File: config.mk
export PLATFORM = sky130hd
export DESIGN_NAME = gt_pack_telemetry
export DESIGN_NICKNAME = d
export VERILOG_FILES = /design/src/rtl/gt_pack_telemetry_pkg.sv /design/src/rtl/gt_pack_telemetry.sv
export SDC_FILE = /design/constraint.sdc
export NUM_CORES = 1
export LEC_CHECK = 0
export BUFFER_PORTS_ARGS = -buffer_cell sky130_fd_sc_hd__buf_2
export CORE_ASPECT_RATIO = 0.9
export CORE_MARGIN = 2
export CORE_UTILIZATION = 56
export DETAILED_ROUTE_END_ITERATION = 16
export PLACE_DENSITY = 0.84
export SETUP_SLACK_MARGIN = 0.1
export SLEW_MARGIN = 20
export SYNTH_ARGS = -nofsm -noshare
export SYNTH_HDL_FRONTEND = slang
export SYNTH_SLANG_ARGS = --single-unit
File: constraint.sdc
create_clock -name clk -period 2.4 [get_ports clk]
set_clock_uncertainty 0.2 [all_clocks]
set_input_delay 0.12 -clock clk [delete_from_list [all_inputs] [get_ports clk]]
set_output_delay 0.12 -clock clk [all_outputs]
set_load 0.03 [all_outputs]
File: src/rtl/gt_pack_telemetry_pkg.sv
// Shared telemetry-link framing constants: control/data bytes, idle word and per-word K masks.
// The framer and the matching unpacker both import this package.
package gt_pack_telemetry_pkg;

    localparam logic [7:0] K28_5     = 8'hBC;
    localparam logic [7:0] K27_7_SOP = 8'hFB;
    localparam logic [7:0] K29_7_EOP = 8'hFD;
    localparam logic [7:0] D16_2     = 8'h50;

    localparam logic [31:0] IDLE_WORD = {D16_2, K28_5, D16_2, K28_5};
    localparam logic [3:0]  IDLE_IS_K = 4'b0101;

    localparam int PKT_BYTES = 11;
    localparam int PKT_W     = PKT_BYTES * 8;

    localparam logic [3:0] W0_IS_K = 4'b0001;
    localparam logic [3:0] W1_IS_K = 4'b0000;
    localparam logic [3:0] W2_IS_K = 4'b0000;
    localparam logic [3:0] W3_IS_K = 4'b1100;

    // Encoding names the word currently on the GT data port.
    typedef enum logic [2:0] {
        ST_IDLE,
        ST_SOP,
        ST_BODY1,
        ST_BODY2,
        ST_EOP
    } tx_state_e;

endpackage

File: src/rtl/gt_pack_telemetry.sv
// Telemetry link framer: packs 88-bit packets into 4-word K-flagged frames for the GT TX port,
// filling gaps with idle/comma words and forcing an idle after a bounded run of frame words.
module gt_pack_telemetry
    import gt_pack_telemetry_pkg::*;
#(
    parameter int IDLE_INTERVAL = 256
) (
    input  logic             clk,
    input  logic             rst_n,
    input  logic             tx_enable,
    input  logic [PKT_W-1:0] pkt_data,
    input  logic             pkt_valid,
    output logic             pkt_ready,
    output logic [31:0]      gt_data,
    output logic [3:0]       gt_data_is_k,
    output logic [31:0]      frames_sent
);

    localparam int              RUN_W      = $clog2(IDLE_INTERVAL + 1);
    localparam logic [RUN_W-1:0] RUN_MAX    = '1;
    localparam logic [RUN_W-1:0] RUN_THRESH = RUN_W'(IDLE_INTERVAL - 4);

    tx_state_e        state_q, state_d;
    logic [PKT_W-1:0] hold_q, hold_d;
    logic [7:0]       seq_q, seq_d;
    logic [7:0]       frame_seq_q, frame_seq_d;
    logic [RUN_W-1:0] run_q, run_d;
    logic [31:0]      frames_q, frames_d;
    logic [31:0]      word_q, word_d;
    logic [3:0]       is_k_q, is_k_d;
    logic             idle_due;
    logic             accept;

    function automatic logic [7:0] frame_chk(input logic [7:0] seq, input logic [PKT_W-1:0] pkt);
        logic [7:0] c;
        c = seq;
        for (int i = 0; i < PKT_BYTES; i++) begin
            c = c ^ pkt[i*8 +: 8];
        end
        return c;
    endfunction

    // Decided at EOP so the frame already in flight always completes before the forced idle.
    assign idle_due  = (run_q >= RUN_THRESH);
    assign pkt_ready = rst_n & tx_enable & ~idle_due & ((state_q == ST_IDLE) | (state_q == ST_EOP));
    assign accept    = pkt_valid & pkt_ready;

    always_comb begin
        state_d     = state_q;
        hold_d      = hold_q;
        seq_d       = seq_q;
        frame_seq_d = frame_seq_q;
        frames_d    = frames_q;
        run_d       = run_q;
        word_d      = IDLE_WORD;
        is_k_d      = IDLE_IS_K;

        if (accept) begin
            hold_d = pkt_data;
        end

        case (state_q)
            ST_IDLE:  if (accept) state_d = ST_SOP;
            ST_SOP: begin
                state_d = ST_BODY1;
                seq_d   = seq_q + 8'd1;
            end
            ST_BODY1: state_d = ST_BODY2;
            ST_BODY2: state_d = ST_EOP;
            ST_EOP: begin
                state_d  = accept ? ST_SOP : ST_IDLE;
                frames_d = frames_q + 32'd1;
            end
            default:  state_d = ST_IDLE;
        endcase

        if (state_d == ST_SOP) begin
            frame_seq_d = seq_q;
        end

        // Run length counts frame cycles preceding the current one; any idle word restarts it.
        if ((state_q == ST_IDLE) || (state_d == ST_IDLE)) begin
            run_d = '0;
        end else if (run_q != RUN_MAX) begin
            run_d = run_q + RUN_W'(1);
        end

        case (state_d)
            ST_SOP: begin
                word_d = {hold_d[79:72], hold_d[87:80], seq_q, K27_7_SOP};
                is_k_d = W0_IS_K;
            end
            ST_BODY1: begin
                word_d = {hold_q[47:40], hold_q[55:48], hold_q[63:56], hold_q[71:64]};
                is_k_d = W1_IS_K;
            end
            ST_BODY2: begin
                word_d = {hold_q[15:8], hold_q[23:16], hold_q[31:24], hold_q[39:32]};
                is_k_d = W2_IS_K;
            end
            ST_EOP: begin
                word_d = {K28_5, K29_7_EOP, frame_chk(frame_seq_q, hold_q), hold_q[7:0]};
                is_k_d = W3_IS_K;
            end
            default: begin
                word_d = IDLE_WORD;
                is_k_d = IDLE_IS_K;
            end
        endcase
    end

    always_ff @(posedge clk or negedge rst_n) begin
        if (!rst_n) begin
            state_q     <= ST_IDLE;
            hold_q      <= '0;
            seq_q       <= '0;
            frame_seq_q <= '0;
            run_q       <= '0;
            frames_q    <= '0;
            word_q      <= IDLE_WORD;
            is_k_q      <= IDLE_IS_K;
        end else begin
            state_q     <= state_d;
            hold_q      <= hold_d;
            seq_q       <= seq_d;
            frame_seq_q <= frame_seq_d;
            run_q       <= run_d;
            frames_q    <= frames_d;
            word_q      <= word_d;
            is_k_q      <= is_k_d;
        end
    end

    assign gt_data      = word_q;
    assign gt_data_is_k = is_k_q;
    assign frames_sent  = frames_q;

endmodule
==> results by group <==
Layout
  • Post-Layout Cell Count: 1310
  • Fillers: 953
  • FF/Latch Area: around 4600 um^2
  • Area of the multi-input gates: 3700 um^2
  • NumNets Final: 1196
  • Commonest non-fill, non-tap cell in the layout: nand2_1
  • Layout cells sized above 1: 0.226
  • Ant diodes: 0
  • Most frequent cells in the layout: nand2_1, dfrtp_1, buf_2
  • Area grow syn2layout: 30.9%

Timing
  • RSZ-0062 raised after global routing: yes
  • Final setup fails: 0
  • Setup TNS: 0 ns
  • Tcrit/Tclk final: 0.939
  • Slew @ Worst Pin: 0.959 ns
  • Final hold vios: 0
  • Max-slew violation count: 0
  • Fin crit period: 2.25 ns
  • Slew HR: 0.361
  • Final WS setup: 0.147 ns
  • Max Freq: 444 MHz

Floorplan
  • Core area: 14800 um^2
  • I/O Pins: 161
  • Full die area: 16100 um^2
  • Starting density of the core: 0.573
  • Num rows: 42
  • Die Wd: 134 um
  • Die Y: approximately 120 um

Drt
  • DRT antenna net count: 0
  • Drt initial violations: 700
  • Drt drc: 0
  • Final wirelength: 23900 um
  • WL/cell: 18.2 um
  • DR vias/cell: 5.58
  • Pre-Repair DR Iteration Count: 7
  • Vias: 7316

Global route
  • First-pass GRT wire length: 38000 um
  • Largest net degree at the start of global routing: roughly 180
  • GRT met2 Usage: 0.517
  • Initial antenna violation count: 0
  • Total Routing Usage GR: 0.308
  • GR Layer Usage met1: 0.380
  • Busiest grt layer: met2
  • Gr ovfl total: 0
  • Number of global-route vias before repair: 7421
  • Global Route met3 Usage: 0.0688

Synth
  • Post-Syn Area: around 8500 um^2
  • Ys Warns: 0
  • Synth Area per Inst: slightly below 10 um^2
  • Cells after synthesis: 854
  • Net Count, Synth: 951
  • Synth async-reset ratio: 1.00
  • Register area share after synthesis: 0.543
  • Top_reg_cell synth: dfrtp_1
  • Synth Register Bits: 183
  • EDFF count, synth: 0
  • Yosys cell types: just over 50

Place
  • Post-DP HPWL: 13800 um
  • Placer Congestion: just over 0.8
  • Port bufs: between 150 and 200
  • Inst Count DP: ~1200
  • Pre-CTS WS: 0.209 ns

Setup path
  • CP Class: flip-flop to flip-flop
  • Crit path DAT: about 2.4 ns
  • Worst r2r dst: gt_data[16]$_DFF_PN0_
  • R2R cell count: 5
  • CP top delay family: compound AO/OA/AOI/OAI gates
  • R2R Setup Slk: 0.15 ns
  • CP Capture Type: flip-flop
  • Critical R2R Launch: run_q[8]$_DFFE_PN0P_
  • CP max stage delay: 0.56 ns
  • Worst Path Max Fanout: 41
  • Crit path launch type: flip-flop
  • Worst Path Buf+Inv: 1
  • WP data required: 2.54 ns
  • Crit-path slowest cell: o2111a_4
  • Crit-path cells: and3b_1 > o2111a_4 > buf_4 > nand2_1 > o21ai_0

Pwr
  • VDD IR max: 0.796 mV
  • Power Total: 0.0147 W
  • Leakage power: 5.64 nW
  • PwrDens: ~1300 nW/um^2

Clocking
  • H-tree levels: 4
  • CTS tree: yes
  • CTS Buf Count: 17
  • Clk slew on worst S/H paths: around 0.070 ns
  • CTS max path bufs: 2
  • Clock latency on the worst-skew pair: 0.45 ns
  • Post-CTS setup buffers: 0
  • Clock sinks: 183
  • CTS root buf: clkbuf_16

Worst hold path
  • Hold path start: pkt_data[17]
  • Worst Hold Depth: 4
  • Worst Hold Path EP: hold_q[17]$_DFFE_PN0N_
  • Worst hold path class: input port to flip-flop

Flow run
  • Max cap viols: 0

Outcome
  • Status: complete, no violations
[worst min-delay path, cell delays in order]
cell	delay, ns
dlygate4sd3_1	0.52
buf_2	0.09
nand2_1	0.04
nand2_1	0.05
[where the power goes]
group	internal (W)	switching (W)
registers	0.00426	0.00102
clock network	0.00178	0.00126
logic	0.00317	0.00319
total	0.00922	0.00548
[layer usage]
layer,part of all wire,vias to the layer above
met5,0,-
met4,0.039,0
met3,0.065,76
met2,0.51,364
met1,0.39,3611
li1,-,3265
[metrics by stage]
| stage | hold WS, ns | util | instance area [um^2] |
|---|---|---|---|
| 6_report | 0.207 | 0.751 | 11100 |
| 3_5_place_dp | 0.114 | 0.646 | 9540 |
| 3_3_place_gp | 0.110 | 0.646 | 9540 |
| 4_1_cts | 0.189 | 0.750 | 11100 |
| 5_1_grt | 0.209 | 0.751 | 11100 |
| 2_1_floorplan | -0.376 | - | 8470 |
[worst max-delay path by stage]
stage	cells after the start	to	startpoint	slack, ns
after floorplan	6	frames_sent[26]$_DFFE_PN0N_	frames_sent[0]$_DFFE_PN0N_	0.38
after global placement	5	gt_data[16]$_DFF_PN0_	run_q[8]$_DFFE_PN0P_	0.31
after detailed placement	4	frames_sent[30]$_DFFE_PN0N_	state_q[1]$_DFF_PN0_	0.21
after CTS	4	frames_sent[30]$_DFFE_PN0N_	state_q[1]$_DFF_PN0_	0.16
after global routing	5	gt_data[16]$_DFF_PN0_	run_q[8]$_DFFE_PN0P_	0.05
final	5	gt_data[16]$_DFF_PN0_	run_q[8]$_DFFE_PN0P_	0.15
[final cells by class]
| type | instances | share of cell area |
|---|---|---|
| clock buffer | 18 | 0.0396 |
| clock inverter | 14 | 0.0176 |
| inverter | 9 | 0.00305 |
| multi-input combinational | 623 | 0.333 |
| sequential | 183 | 0.415 |
| tap | 198 | 0.0224 |
| timing repair buffer | 265 | 0.169 |
[Yosys cell counts (7+ instances only)]
library cell  number  share of area
nand2_1          313           0.14
dfrtp_1          167           0.49
xnor2_1           81          0.084
xor2_1            36          0.037
nor2_1            26          0.012
o21ai_0           23          0.014
buf_2             17          0.010
dfstp_2           16          0.050
a22oi_1           14          0.012
clkbuf_1          13         0.0058
nand3_1           13         0.0077
a21oi_1           11         0.0065
inv_1              9         0.0040
nand4_1            9         0.0066
nor4_1             9         0.0066
xnor3_1            8          0.021
buf_1              7         0.0031
mux2i_1            7         0.0083
o21a_1             7         0.0062
[timing repair]
item,4_1_cts,5_1_grt
endpoints found under the setup margin,0,9
hold buffers,90,0
resized for setup,0,2
hold endpoints to repair,274,0
[flip-flops by register name, indices dropped and copies added (netlist names)]
register,count
hold_q,88
frames_sent,32
gt_data,32
run_q,9
frame_seq_q,8
seq_q,8
gt_data_is_k,3
state_q,3
[logic make-up (layout without fill, tap and decap cells)]
logic type	Yosys count	count (layout)	share of synthesized area
flip-flops	183	183	0.543
multiplexers	12	12	0.0149
AND/OR/NAND/NOR	412	412	0.214
XOR/XNOR	125	125	0.142
AO/OA/AOI/OAI	68	68	0.0531
buffers and inverters	48	306	0.0247
other	1	1	0.000443
adder cells (fa/ha/maj)	5	5	0.00739
No activity file was read; power rests on OpenSTA's default activity.
